**config.mk**
```make
export PLATFORM = sky130hd
export DESIGN_NAME = approx_ha_mul_pipe
export DESIGN_NICKNAME = d
export VERILOG_FILES = /design/src/rtl/approx_mul_pkg.sv /design/src/rtl/approx_ha_row.sv /design/src/rtl/approx_ha_mul_pipe.sv
export SDC_FILE = /design/constraint.sdc
export NUM_CORES = 1
export LEC_CHECK = 0
export BUFFER_PORTS_ARGS = -buffer_cell sky130_fd_sc_hd__buf_2
export CAP_MARGIN = 20
export CORE_MARGIN = 2
export CORE_UTILIZATION = 45
export CTS_BUF_LIST = sky130_fd_sc_hd__clkbuf_16
export DETAILED_ROUTE_END_ITERATION = 6
export PLACE_DENSITY_LB_ADDON = 0.08
export SYNTH_ARGS = -nofsm -noshare
export SYNTH_HDL_FRONTEND = slang
export SYNTH_HIERARCHICAL = 1
export SYNTH_SLANG_ARGS = --single-unit
```
**constraint.sdc**
```tcl
create_clock -name clk -period 11.5 [get_ports clk]
set_input_delay 0 -clock clk [delete_from_list [all_inputs] [get_ports clk]]
set_output_delay 0 -clock clk [all_outputs]
set_load 0.005 [all_outputs]
```
**src/rtl/approx_mul_pkg.sv**
```systemverilog
// rtl/approx_mul_pkg.sv - shared types and constants for the approximate half-adder-array multiplier
package approx_mul_pkg;

  typedef enum logic [1:0] {
    MODE_EXACT  = 2'b00,
    MODE_OR     = 2'b01,
    MODE_ACARRY = 2'b10,
    MODE_ELIM   = 2'b11
  } mode_t;

  localparam logic [31:0] SAT_LIMIT = 32'hffff_ffff;

  // Flat mode-map index of cell i in compression row k for operand width w.
  function automatic int cell_index(input int w, input int k, input int i);
    return k * (w - 1) + i;
  endfunction

endpackage

```
**src/rtl/approx_ha_row.sv**
```systemverilog
// rtl/approx_ha_row.sv - one combinational row of W-1 configurable half-adder cells
module approx_ha_row
  import approx_mul_pkg::*;
#(
  parameter int W = 8
) (
  input  logic [W-1:0]       a,
  input  logic [W-1:0]       b,
  input  logic [2*(W-1)-1:0] modes,
  output logic [W:0]         t,
  output logic [W-2:0]       bo
);

  logic [W-2:0] s;
  logic [W-2:0] c;

  // Cell i pairs a[i+1] with b[i]: both carry weight i+1.
  always_comb begin
    s = '0;
    c = '0;
    for (int i = 0; i < W - 1; i++) begin
      case (mode_t'(modes[2*i +: 2]))
        MODE_EXACT: begin
          s[i] = a[i+1] ^ b[i];
          c[i] = a[i+1] & b[i];
        end
        MODE_OR:     s[i] = a[i+1] | b[i];
        MODE_ACARRY: c[i] = a[i+1];
        default:     ;
      endcase
    end
  end

  assign t  = {c[W-2], s, a[0]};
  assign bo = {b[W-1], c[W-3:0]};

endmodule

```
**src/rtl/approx_ha_mul_pipe.sv**
```systemverilog
// rtl/approx_ha_mul_pipe.sv - two-stage approximate multiplier with per-cell runtime mode map
// Error statistics (exact path, err_* ports) exist only when APPROX_MUL_ERRSTAT_EN is defined.
module approx_ha_mul_pipe
  import approx_mul_pkg::*;
#(
  parameter int W = 8,
  localparam int NCELL = (W / 2) * (W - 1),
  localparam int AW = $clog2(NCELL)
) (
  input  logic           clk,
  input  logic           rst,
  input  logic           in_valid,
  output logic           in_ready,
  input  logic [W-1:0]   x,
  input  logic [W-1:0]   y,
  output logic           out_valid,
  input  logic           out_ready,
  output logic [2*W-1:0] p,
  input  logic           cfg_we,
  input  logic [AW-1:0]  cfg_addr,
  input  logic [1:0]     cfg_data
`ifdef APPROX_MUL_ERRSTAT_EN
  ,
  input  logic           err_clr,
  output logic [31:0]    err_sum,
  output logic [2*W-1:0] err_max,
  output logic [31:0]    err_cnt
`endif
);

  localparam int NARR = W / 2;
  localparam int RW = W - 1;
  localparam logic [AW-1:0] NCELL_A = AW'(NCELL);

  mode_t              mode_q [NCELL];
  mode_t              mode_d [NCELL];
  logic [2*NCELL-1:0] mode_flat;

  logic [W:0]   row_t  [NARR];
  logic [W-2:0] row_bo [NARR];

  logic         s1_valid_q, s1_valid_d;
  logic [W:0]   s1_t_q  [NARR];
  logic [W:0]   s1_t_d  [NARR];
  logic [W-2:0] s1_bo_q [NARR];
  logic [W-2:0] s1_bo_d [NARR];

  logic           s2_valid_q, s2_valid_d;
  logic [2*W-1:0] s2_p_q, s2_p_d;
  logic           s2_ready;

  logic [W+1:0]   v_k;
  logic [2*W-1:0] v_ext;
  logic [2*W-1:0] p_sum;

  always_comb begin
    mode_d = mode_q;
    if (cfg_we && (cfg_addr < NCELL_A)) begin
      mode_d[cfg_addr] = mode_t'(cfg_data);
    end
  end

  always_comb begin
    mode_flat = '0;
    for (int n = 0; n < NCELL; n++) begin
      mode_flat[2*n +: 2] = mode_q[n];
    end
  end

  for (genvar k = 0; k < NARR; k++) begin : g_arr
    approx_ha_row #(.W(W)) u_row (
      .a     (y & {W{x[2*k]}}),
      .b     (y & {W{x[2*k+1]}}),
      .modes (mode_flat[2*cell_index(W, k, 0) +: 2*RW]),
      .t     (row_t[k]),
      .bo    (row_bo[k])
    );
  end

  assign in_ready = !(s1_valid_q && s2_valid_q && !out_ready);
  assign s2_ready = !s2_valid_q || out_ready;

  always_comb begin
    s1_valid_d = s1_valid_q;
    s1_t_d     = s1_t_q;
    s1_bo_d    = s1_bo_q;
    if (in_ready) begin
      s1_valid_d = in_valid;
      if (in_valid) begin
        s1_t_d  = row_t;
        s1_bo_d = row_bo;
      end
    end
  end

  // Array k is worth t + (bo << 2), placed at weight 2^(2k).
  always_comb begin
    p_sum = '0;
    v_k   = '0;
    v_ext = '0;
    for (int k = 0; k < NARR; k++) begin
      v_k   = {1'b0, s1_t_q[k]} + {1'b0, s1_bo_q[k], 2'b00};
      v_ext = '0;
      v_ext[W+1:0] = v_k;
      p_sum = p_sum + (v_ext << (2 * k));
    end
  end

  always_comb begin
    s2_valid_d = s2_valid_q;
    s2_p_d     = s2_p_q;
    if (s2_ready) begin
      s2_valid_d = s1_valid_q;
      if (s1_valid_q) begin
        s2_p_d = p_sum;
      end
    end
  end

  always_ff @(posedge clk) begin
    if (rst) begin
      for (int n = 0; n < NCELL; n++) begin
        mode_q[n] <= MODE_EXACT;
      end
      for (int k = 0; k < NARR; k++) begin
        s1_t_q[k]  <= '0;
        s1_bo_q[k] <= '0;
      end
      s1_valid_q <= 1'b0;
      s2_valid_q <= 1'b0;
      s2_p_q     <= '0;
    end else begin
      mode_q     <= mode_d;
      s1_t_q     <= s1_t_d;
      s1_bo_q    <= s1_bo_d;
      s1_valid_q <= s1_valid_d;
      s2_valid_q <= s2_valid_d;
      s2_p_q     <= s2_p_d;
    end
  end

  assign out_valid = s2_valid_q;
  assign p         = s2_p_q;

`ifdef APPROX_MUL_ERRSTAT_EN
  localparam int SUMW = (2 * W > 32) ? 2 * W + 1 : 33;

  logic [2*W-1:0] exact_prod;
  logic [2*W-1:0] s1_exact_q, s1_exact_d;
  logic [2*W-1:0] s2_exact_q, s2_exact_d;
  logic [2*W-1:0] abs_err;
  logic [SUMW-1:0] sum_wide;
  logic [31:0]    err_sum_q, err_sum_d;
  logic [31:0]    err_cnt_q, err_cnt_d;
  logic [2*W-1:0] err_max_q, err_max_d;

  assign exact_prod = (2*W)'(x) * (2*W)'(y);
  assign abs_err    = (s2_exact_q >= s2_p_q) ? (s2_exact_q - s2_p_q) : (s2_p_q - s2_exact_q);

  // The exact product follows its approximate twin through both stages.
  always_comb begin
    s1_exact_d = s1_exact_q;
    s2_exact_d = s2_exact_q;
    if (in_ready && in_valid) begin
      s1_exact_d = exact_prod;
    end
    if (s2_ready && s1_valid_q) begin
      s2_exact_d = s1_exact_q;
    end
  end

  always_comb begin
    err_sum_d = err_sum_q;
    err_cnt_d = err_cnt_q;
    err_max_d = err_max_q;
    sum_wide  = SUMW'(err_sum_q) + SUMW'(abs_err);
    if (err_clr) begin
      err_sum_d = '0;
      err_cnt_d = '0;
      err_max_d = '0;
    end else if (out_valid && out_ready) begin
      err_sum_d = (sum_wide > SUMW'(SAT_LIMIT)) ? SAT_LIMIT : sum_wide[31:0];
      if (err_cnt_q != SAT_LIMIT) begin
        err_cnt_d = err_cnt_q + 32'd1;
      end
      if (abs_err > err_max_q) begin
        err_max_d = abs_err;
      end
    end
  end

  always_ff @(posedge clk) begin
    if (rst) begin
      s1_exact_q <= '0;
      s2_exact_q <= '0;
      err_sum_q  <= '0;
      err_cnt_q  <= '0;
      err_max_q  <= '0;
    end else begin
      s1_exact_q <= s1_exact_d;
      s2_exact_q <= s2_exact_d;
      err_sum_q  <= err_sum_d;
      err_cnt_q  <= err_cnt_d;
      err_max_q  <= err_max_d;
    end
  end

  assign err_sum = err_sum_q;
  assign err_cnt = err_cnt_q;
  assign err_max = err_max_q;
`endif

endmodule

```
After elaboration in Yosys (flattened, before gate mapping)
Index checks and enable logic that the tools add are counted.
{"block": "totals", "ff_bits": 138, "in_bits": 28, "elab_cells": 296}
{"block": "classes", "add_sub_neg": 7, "n_lt_le_gt_ge": 3, "n_eq_ne": 56, "muxes": 59, "n_bitwise": 94, "n_reduce_logical": 38}
{"operator": "$pmux 1 s2", "count": 56}
{"operator": "$and 8x8->8", "count": 8}
{"operator": "$bwmux 56", "count": 1}
{"operator": "$eq 2x1->1 const B", "count": 28}
{"operator": "$eq 2x2->1 const B", "count": 28}
{"operator": "$logic_not 2->1", "count": 28}
{"operator": "$add 9x9->10", "count": 4}
{"operator": "$and 1x1->1", "count": 28}
{"operator": "$or 1x1->1", "count": 28}
{"operator": "$xor 1x1->1", "count": 28}
{"operator": "$add 15x16->16", "count": 1}
{"operator": "$add 13x14->15", "count": 1}
{"operator": "$add 10x12->13", "count": 1}
{"operator": "$demux 2 s5", "count": 1}
{"operator": "$ge 6x6->1 const B", "count": 1}
{"operator": "$lt 6x1->1 const B", "count": 1}
{"operator": "$not 5->6", "count": 1}
{"operator": "$lt 5x5->1 const B", "count": 1}
{"operator": "$logic_and 1x1->1", "count": 4}
{"operator": "$reduce_and 2->1", "count": 2}
{"operator": "$logic_not 1->1", "count": 3}
{"operator": "$mux 2", "count": 1}
{"operator": "$logic_or 1x1->1", "count": 1}
{"operator": "$not 1->1", "count": 1}

Logic depth before layout (Yosys ltp)
Gate-level depths: netlist (run 1).
{"block": "logic_depth", "ltp_word": 6, "mapped_depth": 20}

Hierarchy
Netlist (run 1), hierarchy kept.
{"mod": "approx_ha_mul_pipe", "n_inst": 1, "cells_per_inst": 909, "area_each_um2": 7272.0, "seq_area_each_um2": 2762.6}
{"mod": "approx_ha_row", "n_inst": 4, "cells_per_inst": 63, "area_each_um2": 449.2, "seq_area_each_um2": 0.0}

Worst setup path before layout (run 1)
OpenSTA, ideal clock, no wires.
{"block": "synth_timing", "path_type": "reg2reg", "startpoint": "reg s1_t_q[11] (netlist name)", "endpoint": "reg s2_p_q[15] (netlist: p[15])", "arrival_ns": 4.133, "slack_ns": 7.297, "path_stages_with_launch": 16, "n_path_buf": 0, "synth_period_minus_slack_ns": 4.203, "cell_sequence": "dfxtp_1 > ha_1 > fa_1 > xor2_1 > fa_1 > inv_1 > fa_1 > fa_1 > inv_1 > ha_1 > o21a_1 > o31a_1 > or3_1 > a21oi_2 > xnor3_1 > a21oi_1"}
{"block": "synth_between", "elab_chain_cells": 3}
{"element": "from (decl)", "line": "approx_ha_mul_pipe.sv:43", "source": "logic [W:0] s1_t_q [NARR];"}
{"element": "from (signal assigned)", "line": "approx_ha_mul_pipe.sv:134", "source": "s1_t_q <= s1_t_d;"}
{"element": "$add 9x9->10", "line": "approx_ha_mul_pipe.sv:102", "source": "v_k = {1'b0, s1_t_q[k]} + {1'b0, s1_bo_q[k], 2'b00};"}
{"element": "$add 13x14->15", "line": "approx_ha_mul_pipe.sv:105", "source": "p_sum = p_sum + (v_ext << (2 * k));"}
{"element": "$add 15x16->16", "line": "approx_ha_mul_pipe.sv:105"}
{"element": "to (signal assigned)", "line": "approx_ha_mul_pipe.sv:138", "source": "s2_p_q <= s2_p_d;"}
{"element": "to (decl)", "line": "approx_ha_mul_pipe.sv:49", "source": "logic [2*W-1:0] s2_p_q, s2_p_d;"}
No other way between the ends.
A chain may end at the register's enable or synchronous reset.

Final worst setup path (run 1)
Ends and elaborated chain as after synthesis.

==> flow_results.xml, run 1 <==
<?xml version="1.0" encoding="UTF-8"?>
<metrics>
  <group name="critical_path">
    <metric name="reg2reg_from" unit="">s1_t_q[11]</metric>
    <metric name="ff2ff_path_depth" unit="">15</metric>
    <metric name="critical_path_peak_fanout" unit="">4</metric>
    <metric name="cp-startpoint" unit="">s1_t_q[11]</metric>
    <metric name="cp_slowest_cell" unit="">fa_1</metric>
    <metric name="worst_setup_path_end_kind" unit="">register</metric>
    <metric name="largest_stage_delay_on_the_critical_path" unit="ns">0.54</metric>
    <metric name="worst-setup-path-type" unit="">reg2reg</metric>
    <metric name="worstSetupStartpointType" unit="">register</metric>
    <metric name="worst-endpoint-arrival" unit="ns">4.73</metric>
    <metric name="crit_required" unit="ns">11.86</metric>
    <metric name="crit_chain" unit="">ha_1 -&gt; fa_1 -&gt; xor2_1 -&gt; fa_1 -&gt; inv_1 -&gt; fa_1 -&gt; fa_1 -&gt; inv_1 -&gt; ha_1 -&gt; o21a_1 -&gt; o31a_1 -&gt; or3_1 -&gt; a21oi_2 -&gt; xnor3_1 -&gt; a21oi_1</metric>
    <metric name="worst_path_most_repeated_cell" unit="">fa_1</metric>
  </group>
  <group name="floorplan">
    <metric name="chipHeight" unit="um">146</metric>
    <metric name="core_area" unit="sq mm">0.0196</metric>
    <metric name="die_w" unit="um">146</metric>
    <metric name="floorplan.io_pins" unit="">46</metric>
    <metric name="initial_utilization" unit="%">46.3</metric>
    <metric name="row_count" unit="">51</metric>
    <metric name="fp.dieArea" unit="sq mm">0.0213</metric>
  </group>
  <group name="timing">
    <metric name="timing_max_transition_violations_final" unit="">0</metric>
    <metric name="fin_skew" unit="ns">0.00882</metric>
    <metric name="rsz_0062_raised_after_global_routing" unit="">no</metric>
    <metric name="setup_violations" unit="">0</metric>
    <metric name="max_clock_freq" unit="MHz">229</metric>
    <metric name="worst_hold_slack" unit="ns">0.0273</metric>
    <metric name="max_slew.worst_pin.slew" unit="ns">1.05</metric>
    <metric name="period_share" unit="%">38.0</metric>
    <metric name="finalCriticalPeriod" unit="ns">4.37</metric>
    <metric name="slew-limit-headroom" unit="%">30.3</metric>
    <metric name="hold_violations" unit="">0</metric>
    <metric name="setup_tns" unit="ns">0</metric>
  </group>
  <group name="logic_synthesis">
    <metric name="ys_async_sr_fraction" unit="%">0</metric>
    <metric name="synth_cell_types" unit="">48</metric>
    <metric name="top_cells_by_area_synth" unit="">dfxtp_1 (30%), ha_1 (14%), a21oi_1 (8.6%), nand2_1 (8.3%), fa_1 (4.9%)</metric>
    <metric name="synth-seq-cells" unit="">138</metric>
    <metric name="synth_top_area_cell" unit="">dfxtp_1</metric>
    <metric name="ys_seq_area_share" unit="%">30.5</metric>
    <metric name="synthesis.instances" unit="">1161</metric>
    <metric name="synth.top_cell.area_share" unit="%">30.5</metric>
    <metric name="synth.most_common_cell" unit="">nand2_1</metric>
    <metric name="synth.net_count" unit="">1315</metric>
    <metric name="synthesis.yosys.warnings" unit="">6</metric>
    <metric name="synth_edf_count" unit="">0</metric>
    <metric name="synth.top_cells.by_count" unit="">nand2_1 (201), a21oi_1 (156), dfxtp_1 (138)</metric>
    <metric name="postSynth.topFlopCell" unit="">dfxtp_1</metric>
    <metric name="synthesis.area" unit="sq mm">0.00907</metric>
    <metric name="post_synth.cell_area_avg" unit="sq um">7.81</metric>
  </group>
  <group name="clock_tree">
    <metric name="cts_clk_pin_slew_worst_paths" unit="ns">0.06</metric>
    <metric name="cts_made_buffers" unit="">17</metric>
    <metric name="cts_setup_buffers" unit="">0</metric>
    <metric name="cts_sinks" unit="">138</metric>
    <metric name="clock_insertion_delay_worst_skew" unit="ns">0.42</metric>
    <metric name="cts_hold_buffers" unit="">3</metric>
    <metric name="cts_root_buf" unit="">clkbuf_16</metric>
    <metric name="ctsLongestPathBuffers" unit="">2</metric>
    <metric name="cts-resized-gates" unit="">0</metric>
    <metric name="cts_tree" unit="">yes</metric>
    <metric name="htree_levels" unit="">4</metric>
  </group>
  <group name="layout">
    <metric name="final_cell_count_no_fill" unit="">1454</metric>
    <metric name="area.growth.synth_to_final" unit="%">10.8</metric>
    <metric name="drive_above_1_share" unit="%">7.40</metric>
    <metric name="fin_nets" unit="">1331</metric>
    <metric name="antennaDiodeCount" unit="">0</metric>
  </group>
  <group name="pwr">
    <metric name="leakage" unit="nW">4.34</metric>
    <metric name="comb_power_share" unit="%">15.1</metric>
    <metric name="total_switching_power" unit="uW">345</metric>
    <metric name="clkPwrFrac" unit="%">44.0</metric>
    <metric name="p_int" unit="uW">881</metric>
    <metric name="totalPowerFinal" unit="mW">1.23</metric>
    <metric name="ir_drop" unit="uV">105</metric>
    <metric name="sw_frac_of_total" unit="%">28.2</metric>
    <metric name="seq_power_share" unit="%">40.9</metric>
    <metric name="power_density" unit="mW/mm^2">122</metric>
  </group>
  <group name="placed_design">
    <metric name="dp_hpwl" unit="um">15300</metric>
    <metric name="finalWeightedCongestion" unit="">0.775</metric>
    <metric name="placedCellCount" unit="">1418</metric>
    <metric name="io_buffers" unit="">45</metric>
  </group>
  <group name="grt">
    <metric name="grt_max_degree" unit="">93</metric>
    <metric name="grt-ovfl-total" unit="">0</metric>
    <metric name="grt_usage" unit="%">20.9</metric>
    <metric name="grt_pass1_wl" unit="um">35700</metric>
    <metric name="first_global_vias" unit="">6887</metric>
    <metric name="antenna_found_initial" unit="">0</metric>
  </group>
  <group name="status">
    <metric name="status" unit="">finished with violations</metric>
    <metric name="violations" unit="">design-rule violations</metric>
  </group>
  <group name="routing">
    <metric name="drt.antenna.violating_nets" unit="">0</metric>
    <metric name="dr.pass1.iters" unit="">7</metric>
    <metric name="vias_per_cell" unit="">5.11</metric>
    <metric name="vias" unit="">7427</metric>
    <metric name="post-route-drc-count" unit="">1</metric>
    <metric name="route.final.wire_length" unit="um">21700</metric>
    <metric name="drt-wirelength-per-cell" unit="um">14.9</metric>
    <metric name="detailedRoute.firstIterationViolations" unit="">359</metric>
  </group>
  <group name="hold_path">
    <metric name="timing.hold.worst_path_depth" unit="">2</metric>
    <metric name="hold_path.startpoint" unit="">rst</metric>
    <metric name="hold_wc_path_type" unit="">in2reg</metric>
  </group>
  <group name="job">
    <metric name="max-cap-violations" unit="">0</metric>
  </group>
</metrics>
[flip-flops by register name, summed over array words and instances (netlist names)]
| register | flops |
|---|---|
| mode_flat | 56 |
| out_valid | 1 |
| s1_valid_q | 1 |
| s1_bo_q | 28 |
| p | 16 |
| s1_t_q | 36 |
[metrics by stage]
step | area (sq um) | setup WS, ns | util, %
6_report | 10000 | 7.13 | 51.3
5_1_grt | 10000 | 6.91 | 51.3
4_1_cts | 10000 | 7.10 | 51.2
3_5_place_dp | 9420 | 7.12 | 48.1
2_1_floorplan | 9070 | 7.30 | -
3_3_place_gp | 9420 | 7.16 | 48.1
[critical path, delay by kind of cell (launching register included)]
family          cells  cell delay [ns]
fa+ha+maj           6             2.48
compound gates      4             0.60
xor+xnor            2             0.47
simple gates        1             0.34
flops               1             0.31
buf+inv             2             0.09
[logic make-up (layout without fill, tap and decap cells)]
group | after synthesis | in the layout | share of synthesized area [%]
buf+inv | 159 | 187 | 6.91
compound gates | 247 | 247 | 14.8
flops | 138 | 138 | 30.5
xor+xnor | 19 | 19 | 1.99
simple gates | 433 | 433 | 22.3
fa+ha+maj | 126 | 126 | 19.2
mux | 39 | 39 | 4.30
[placed cells by master, fill, tap and decap left out, drive strengths merged, types with 13 or more instances in the layout]
| master | synthesis | routed |
|---|---|---|
| nand2 | 201 | 201 |
| nor2 | 83 | 83 |
| inv | 101 | 103 |
| a21oi | 157 | 157 |
| and2 | 65 | 65 |
| dfxtp | 138 | 138 |
| clkbuf | 39 | 17 |
| a211oi | 13 | 13 |
| buf | 18 | 51 |
| mux2i | 39 | 39 |
| fa | 22 | 22 |
| ha | 104 | 104 |
| nand2b | 43 | 43 |
| o21ai | 51 | 51 |
[path summary, 6_finish.rpt]
path	endpoint	slack, ns
hold reg to reg	p[0]	0.45
hold / removal	p[9]	0.03
setup / recovery	p[15]	7.13
setup reg to reg	p[15]	7.13
[power by group through the flow]
stage	Combinational [mW]	Clock [mW]	Sequential, mW
after global routing	0.212	0.573	0.503
after floorplan	0.133	0	0.510
after detailed placement	0.183	0	0.512
after global placement	0.182	0	0.512
after CTS	0.186	0.551	0.501
final	0.185	0.540	0.501
[layer usage]
layer	up-vias	wire length, um	global-route usage [%]
li1	3855	-	-
met1	3435	11600	30.7
met2	121	9170	32.1
met3	16	766	3.42
met4	0	194	5.00
met5	-	0	0
[layout make-up]
cell class              instances  area, sq um
repair buffers                 54          314
inverters                     102          383
clock inverters                14          149
clock buffers                  17          425
fillers                      2025         9540
multi-input cells             864         5680
well taps                     265          332
flip-flops and latches        138         2760
(Power assumes the default switching activity.)
==> inputs of run 2 (changes only) <==
==> constraint.sdc (replaced) <==
create_clock -name clk -period 4.09 [get_ports clk]
set_input_delay 0 -clock clk [delete_from_list [all_inputs] [get_ports clk]]
set_output_delay 0 -clock clk [all_outputs]
set_load 0.005 [all_outputs]
==> flow_results.xml, run 2 (synthesized netlist as in run 1, its figures left out) <==
<?xml version="1.0" encoding="UTF-8"?>
<metrics>
  <group name="job">
    <metric name="max-cap-violations" unit="">0</metric>
  </group>
  <group name="critical_path">
    <metric name="cp_slowest_cell" unit="">fa_2</metric>
    <metric name="worst_path_most_repeated_cell" unit="">fa_1</metric>
    <metric name="crit_chain" unit="">ha_4 -&gt; fa_2 -&gt; fa_1 -&gt; fa_1 -&gt; inv_1 -&gt; fa_1 -&gt; inv_2 -&gt; ha_4 -&gt; nor2b_4 -&gt; o31a_1 -&gt; or3_4 -&gt; a21oi_2 -&gt; xnor3_1 -&gt; a21oi_1</metric>
    <metric name="worstSetupStartpointType" unit="">register</metric>
    <metric name="timing.critical_path.buf_inv" unit="">2</metric>
    <metric name="crit_path_leading_delay_family" unit="">adder cells</metric>
    <metric name="critical_path_peak_fanout" unit="">2</metric>
    <metric name="crit_required" unit="ns">4.44</metric>
    <metric name="worst-endpoint-arrival" unit="ns">4.40</metric>
    <metric name="worst-r2r-setup-slack" unit="ns">0.04</metric>
    <metric name="worst-setup-path-type" unit="">reg2reg</metric>
    <metric name="largest_stage_delay_on_the_critical_path" unit="ns">0.52</metric>
    <metric name="worst_setup_path_end_kind" unit="">register</metric>
  </group>
  <group name="layout">
    <metric name="layout.core_utilization" unit="%">52.5</metric>
    <metric name="antennaDiodeCount" unit="">0</metric>
    <metric name="number_of_flip_flops_under_the_largest_register_name" unit="">56</metric>
    <metric name="final_cell_mix" unit="">nand2_1 (200), a21oi_1 (154), dfxtp_1 (134)</metric>
    <metric name="area.growth.synth_to_final" unit="%">13.3</metric>
    <metric name="final_cell_count_no_fill" unit="">1470</metric>
    <metric name="fill_cells" unit="">1989</metric>
    <metric name="drive_above_1_share" unit="%">10.6</metric>
    <metric name="fin_nets" unit="">1346</metric>
    <metric name="layout_commonest_cell" unit="">nand2_1</metric>
  </group>
  <group name="grt">
    <metric name="grt_max_degree" unit="">86</metric>
    <metric name="grt_usage" unit="%">21.0</metric>
    <metric name="antenna_found_initial" unit="">0</metric>
    <metric name="grt-ovfl-total" unit="">0</metric>
    <metric name="grt_pass1_wl" unit="um">35900</metric>
    <metric name="first_global_vias" unit="">6904</metric>
  </group>
  <group name="routing">
    <metric name="detailroute.wirelength.met3" unit="um">697</metric>
    <metric name="vias" unit="">7431</metric>
    <metric name="detailroute.wirelength.met2" unit="um">9470</metric>
    <metric name="detailedRoute.firstIterationViolations" unit="">349</metric>
    <metric name="met1_length" unit="um">11700</metric>
    <metric name="drt.antenna.violating_nets" unit="">0</metric>
    <metric name="drt-wirelength-per-cell" unit="um">15.0</metric>
    <metric name="vias_per_cell" unit="">5.06</metric>
    <metric name="route.final.wire_length" unit="um">22000</metric>
    <metric name="topRoutingLayerUsed" unit="">met4</metric>
    <metric name="post-route-drc-count" unit="">0</metric>
    <metric name="dr.pass1.iters" unit="">5</metric>
  </group>
  <group name="pwr">
    <metric name="power_density" unit="mW/mm^2">336</metric>
    <metric name="totalPowerFinal" unit="mW">3.45</metric>
    <metric name="leakage" unit="nW">4.39</metric>
    <metric name="ir_drop" unit="uV">281</metric>
  </group>
  <group name="timing">
    <metric name="timing_max_transition_violations_final" unit="">0</metric>
    <metric name="finalCriticalPeriod" unit="ns">4.05</metric>
    <metric name="rsz_0062_raised_after_global_routing" unit="">yes</metric>
    <metric name="slew-limit-headroom" unit="%">28.9</metric>
    <metric name="final_critical_path_setup_slack" unit="ns">0.0428</metric>
    <metric name="setup_tns" unit="ns">0</metric>
    <metric name="hold_violations" unit="">0</metric>
    <metric name="fin_skew" unit="ns">0.00762</metric>
    <metric name="setup_violations" unit="">0</metric>
    <metric name="max_clock_freq" unit="MHz">247</metric>
    <metric name="period_share" unit="%">99.0</metric>
    <metric name="max_slew.worst_pin.slew" unit="ns">1.06</metric>
  </group>
  <group name="hold_path">
    <metric name="hold_wc_path_type" unit="">in2reg</metric>
  </group>
  <group name="clock_tree">
    <metric name="clock_insertion_delay_worst_skew" unit="ns">0.42</metric>
    <metric name="cts_made_buffers" unit="">17</metric>
    <metric name="ctsLongestPathBuffers" unit="">2</metric>
    <metric name="cts_sinks" unit="">138</metric>
    <metric name="cts_clk_pin_slew_worst_paths" unit="ns">0.07</metric>
    <metric name="cts_setup_buffers" unit="">0</metric>
    <metric name="cts_tree" unit="">yes</metric>
    <metric name="htree_levels" unit="">4</metric>
    <metric name="cts_root_buf" unit="">clkbuf_16</metric>
  </group>
  <group name="placed_design">
    <metric name="finalWeightedCongestion" unit="">0.779</metric>
    <metric name="placedCellCount" unit="">1435</metric>
    <metric name="io_buffers" unit="">45</metric>
    <metric name="dp_hpwl" unit="um">15700</metric>
    <metric name="pre_cts_ws" unit="ns">-0.0774</metric>
  </group>
  <group name="status">
    <metric name="status" unit="">completed</metric>
  </group>
  <group name="floorplan">
    <metric name="fp.dieArea" unit="sq mm">0.0213</metric>
    <metric name="initial_utilization" unit="%">46.3</metric>
    <metric name="row_count" unit="">51</metric>
    <metric name="die_w" unit="um">146</metric>
    <metric name="chipHeight" unit="um">146</metric>
    <metric name="core_area" unit="sq mm">0.0196</metric>
    <metric name="floorplan.io_pins" unit="">46</metric>
  </group>
</metrics>
## run 2: cell types whose count changed in the layout (fill, tap and decap cells not counted), moves of 3 or more
cell	previous run	this run
inv_6	2	5
ha_4	0	7
dfxtp_1	138	134
dfxtp_2	0	4
buf_4	5	21
ha_1	104	95
## run 2: through the flow
step	hold WS [ns]	cell area [sq um]
floorplan	0.117	9100
global placement	0.258	9570
detailed placement	0.261	9580
CTS	0.0295	10200
global route	0.0710	10300
finish	0.0379	10300
## run 2: final timing paths
path,startpoint,end,depth (start not counted)
min reg2reg,p[0],p[0],2
max reg2reg,s1_bo_q[7],p[15],14
min,cfg_addr[0],mode_flat[16],4
max,s1_bo_q[7],p[15],14
## run 2: power breakdown
group	leakage [nW]	internal [mW]	total (mW)	switching [mW]
registers	1.12	1.38	1.41	0.0252
logic	3.00	0.233	0.572	0.339
clock network	0.269	0.798	1.47	0.674
## run 2: layer usage
| layer | up-vias | global-route usage [%] |
|---|---|---|
| li1 | 3874 | - |
| met1 | 3449 | 30.9 |
| met2 | 100 | 32.6 |
| met3 | 8 | 3.51 |
| met4 | 0 | 4.12 |
| met5 | - | 0 |
## run 2: area by class of cell
type,instances,area (sq um),share of cell area [%]
flip-flops and latches,138,2770,26.9
repair buffers,69,423,4.11
inverters,102,383,3.73
clock buffers,17,425,4.14
well taps,265,332,3.23
clock inverters,15,134,1.30
multi-input cells,864,5810,56.6
## run 2: worst min-delay path, stage by stage
cell and delay [ns]:
buf_2 0.14, nor3_2 0.12, nand3_1 0.10, a21oi_1 0.05
## run 2: timing repair
item                                    4_1_cts  5_1_grt
hold endpoints to repair                      2        0
endpoints found under the setup margin        2        6
pin swaps                                     4       13
hold buffers                                  3        0
resized for setup                             2       17
==> inputs of run 3 (changes only) <==
--- a/config.mk
+++ b/config.mk
@@ -7,6 +7,8 @@
 export LEC_CHECK = 0
 export BUFFER_PORTS_ARGS = -buffer_cell sky130_fd_sc_hd__buf_2
 export CAP_MARGIN = 20
+export CELL_PAD_IN_SITES_DETAIL_PLACEMENT = 1
+export CELL_PAD_IN_SITES_GLOBAL_PLACEMENT = 1
 export CORE_MARGIN = 2
 export CORE_UTILIZATION = 45
 export CTS_BUF_LIST = sky130_fd_sc_hd__clkbuf_16
==> flow_results.xml, run 3 (synthesized netlist as in run 1, its figures left out) <==
<?xml version="1.0" encoding="UTF-8"?>
<metrics>
  <group name="grt">
    <metric name="grt_pass1_wl" unit="um">40200</metric>
    <metric name="first_global_vias" unit="">7715</metric>
    <metric name="grt-ovfl-total" unit="">0</metric>
    <metric name="grt_usage" unit="%">23.6</metric>
    <metric name="grt_max_degree" unit="">97</metric>
    <metric name="antenna_found_initial" unit="">0</metric>
  </group>
  <group name="layout">
    <metric name="final_cell_count_no_fill" unit="">1476</metric>
    <metric name="final_design_area_no_fill" unit="sq mm">0.0104</metric>
    <metric name="number_of_flip_flops_under_the_largest_register_name" unit="">56</metric>
    <metric name="fin_nets" unit="">1352</metric>
    <metric name="layout.core_utilization" unit="%">53.2</metric>
    <metric name="antennaDiodeCount" unit="">0</metric>
    <metric name="layout_commonest_cell" unit="">nand2_1</metric>
    <metric name="drive_above_1_share" unit="%">11.9</metric>
    <metric name="final_cell_mix" unit="">nand2_1 (199), a21oi_1 (150), dfxtp_1 (133)</metric>
    <metric name="area.growth.synth_to_final" unit="%">14.8</metric>
  </group>
  <group name="job">
    <metric name="max-cap-violations" unit="">0</metric>
  </group>
  <group name="critical_path">
    <metric name="cp_slowest_cell" unit="">fa_2</metric>
    <metric name="worst-endpoint-arrival" unit="ns">4.43</metric>
    <metric name="worstSetupStartpointType" unit="">register</metric>
    <metric name="critical_path_peak_fanout" unit="">2</metric>
    <metric name="worst-setup-path-type" unit="">reg2reg</metric>
    <metric name="crit_path_leading_delay_family" unit="">adder cells</metric>
    <metric name="largest_stage_delay_on_the_critical_path" unit="ns">0.54</metric>
    <metric name="worst_path_most_repeated_cell" unit="">fa_1</metric>
    <metric name="worst_setup_path_end_kind" unit="">register</metric>
    <metric name="crit_chain" unit="">ha_4 -&gt; fa_2 -&gt; fa_1 -&gt; fa_1 -&gt; inv_2 -&gt; fa_1 -&gt; inv_2 -&gt; ha_4 -&gt; nor2b_4 -&gt; o31a_1 -&gt; or3_4 -&gt; a21oi_2 -&gt; xnor3_1 -&gt; a21oi_1</metric>
    <metric name="crit_required" unit="ns">4.46</metric>
    <metric name="timing.critical_path.buf_inv" unit="">2</metric>
  </group>
  <group name="routing">
    <metric name="detailedRoute.firstIterationViolations" unit="">436</metric>
    <metric name="met1_length" unit="um">12400</metric>
    <metric name="vias" unit="">7676</metric>
    <metric name="drt.antenna.violating_nets" unit="">0</metric>
    <metric name="detailroute.wirelength.met3" unit="um">746</metric>
    <metric name="post-route-drc-count" unit="">0</metric>
    <metric name="drt-wirelength-per-cell" unit="um">16.9</metric>
    <metric name="topRoutingLayerUsed" unit="">met4</metric>
    <metric name="detailroute.wirelength.met2" unit="um">11400</metric>
    <metric name="vias_per_cell" unit="">5.20</metric>
    <metric name="dr.pass1.iters" unit="">4</metric>
    <metric name="route.final.wire_length" unit="um">24900</metric>
  </group>
  <group name="clock_tree">
    <metric name="htree_levels" unit="">4</metric>
    <metric name="cts_root_buf" unit="">clkbuf_16</metric>
    <metric name="clock_insertion_delay_worst_skew" unit="ns">0.43</metric>
    <metric name="cts_clk_pin_slew_worst_paths" unit="ns">0.07</metric>
    <metric name="cts_tree" unit="">yes</metric>
    <metric name="ctsLongestPathBuffers" unit="">2</metric>
    <metric name="cts_sinks" unit="">138</metric>
    <metric name="cts_made_buffers" unit="">17</metric>
  </group>
  <group name="placed_design">
    <metric name="io_buffers" unit="">45</metric>
    <metric name="placedCellCount" unit="">1436</metric>
    <metric name="finalWeightedCongestion" unit="">0.769</metric>
    <metric name="pre_cts_ws" unit="ns">-0.136</metric>
    <metric name="dp_hpwl" unit="um">17500</metric>
    <metric name="post_dp_cell_area" unit="sq mm">0.00959</metric>
  </group>
  <group name="floorplan">
    <metric name="floorplan.io_pins" unit="">46</metric>
    <metric name="chipHeight" unit="um">146</metric>
    <metric name="core_area" unit="sq mm">0.0196</metric>
    <metric name="row_count" unit="">51</metric>
    <metric name="die_w" unit="um">146</metric>
    <metric name="initial_utilization" unit="%">46.3</metric>
    <metric name="fp.dieArea" unit="sq mm">0.0213</metric>
  </group>
  <group name="pwr">
    <metric name="power_density" unit="mW/mm^2">349</metric>
    <metric name="leakage" unit="nW">4.46</metric>
    <metric name="ir_drop" unit="uV">303</metric>
  </group>
  <group name="timing">
    <metric name="setup_violations" unit="">0</metric>
    <metric name="timing_max_transition_violations_final" unit="">0</metric>
    <metric name="max_slew.worst_pin.slew" unit="ns">1.07</metric>
    <metric name="rsz_0062_raised_after_global_routing" unit="">yes</metric>
    <metric name="slew-limit-headroom" unit="%">28.8</metric>
    <metric name="period_share" unit="%">99.5</metric>
    <metric name="finalCriticalPeriod" unit="ns">4.07</metric>
    <metric name="final_critical_path_setup_slack" unit="ns">0.0215</metric>
    <metric name="fin_skew" unit="ns">0.00764</metric>
    <metric name="max_clock_freq" unit="MHz">246</metric>
    <metric name="hold_violations" unit="">0</metric>
  </group>
  <group name="hold_path">
    <metric name="hold_wc_path_type" unit="">in2reg</metric>
  </group>
  <group name="status">
    <metric name="status" unit="">completed</metric>
  </group>
</metrics>
run 3: changes by cell type in the layout (fill, tap and decap cells not counted), sizes merged:
cell    delta
inv        +3
buf        +6
clkinv     -5
bufinv     +2
run 3: tightest hold or removal path, stage by stage:
cell and delay (ns):
buf_2 0.15, and2_1 0.16, nand2_1 0.05, a21oi_1 0.05
run 3: worst paths after layout:
check,cells past startpoint,slack (ns),from,to
setup / recovery,14,0.02,s1_bo_q[7],p[15]
hold / removal,4,0.03,x[1],s1_bo_q[27]
setup reg to reg,14,0.02,s1_bo_q[7],p[15]
hold reg to reg,2,0.45,p[8],p[8]
run 3: per-stage QoR:
| step | hold WS (ns) | setup TNS, ns | power [mW] |
|---|---|---|---|
| after global routing | 0.0361 | -0.398 | 3.79 |
| after CTS | 0.0126 | 0 | 3.63 |
| after floorplan | 0.117 | 0 | 1.82 |
| after detailed placement | 0.260 | -0.277 | 2.01 |
| after global placement | 0.262 | -0.119 | 1.99 |
| final | 0.0290 | 0 | 3.63 |
run 3: layer usage:
| layer | global-route usage, % | vias up |
|---|---|---|
| met4 | 6.72 | 0 |
| met1 | 33.4 | 3674 |
| met2 | 37.9 | 100 |
| met5 | 0 | - |
| met3 | 3.10 | 21 |
| li1 | - | 3881 |
run 3: timing repair:
item | in CTS | in global routing
endpoints found under the setup margin | 4 | 5
setup buffers | 1 | 4
resized for setup | 5 | 28
pin swaps | 6 | 13
endpoints found under the hold margin | 2 | 0
hold buffers | 3 | 0
run 3: report_power, final:
group / leakage [nW] / total, mW / internal, mW / switching (mW)
clock: 0.291 / 1.61 / 0.923 / 0.691
sequential: 1.12 / 1.41 / 1.38 / 0.0259
combinational: 3.05 / 0.607 / 0.243 / 0.364
total: 4.46 / 3.63 / 2.55 / 1.08
run 3: final cells by class:
class / count / area (sq um)
Tap cell: 265 / 332
Fill cell: 2433 / 9180
Sequential cell: 138 / 2770
Multi-Input combinational cell: 864 / 5860
Inverter: 102 / 383
Clock inverter: 15 / 176
Clock buffer: 17 / 425
Timing Repair Buffer: 75 / 468
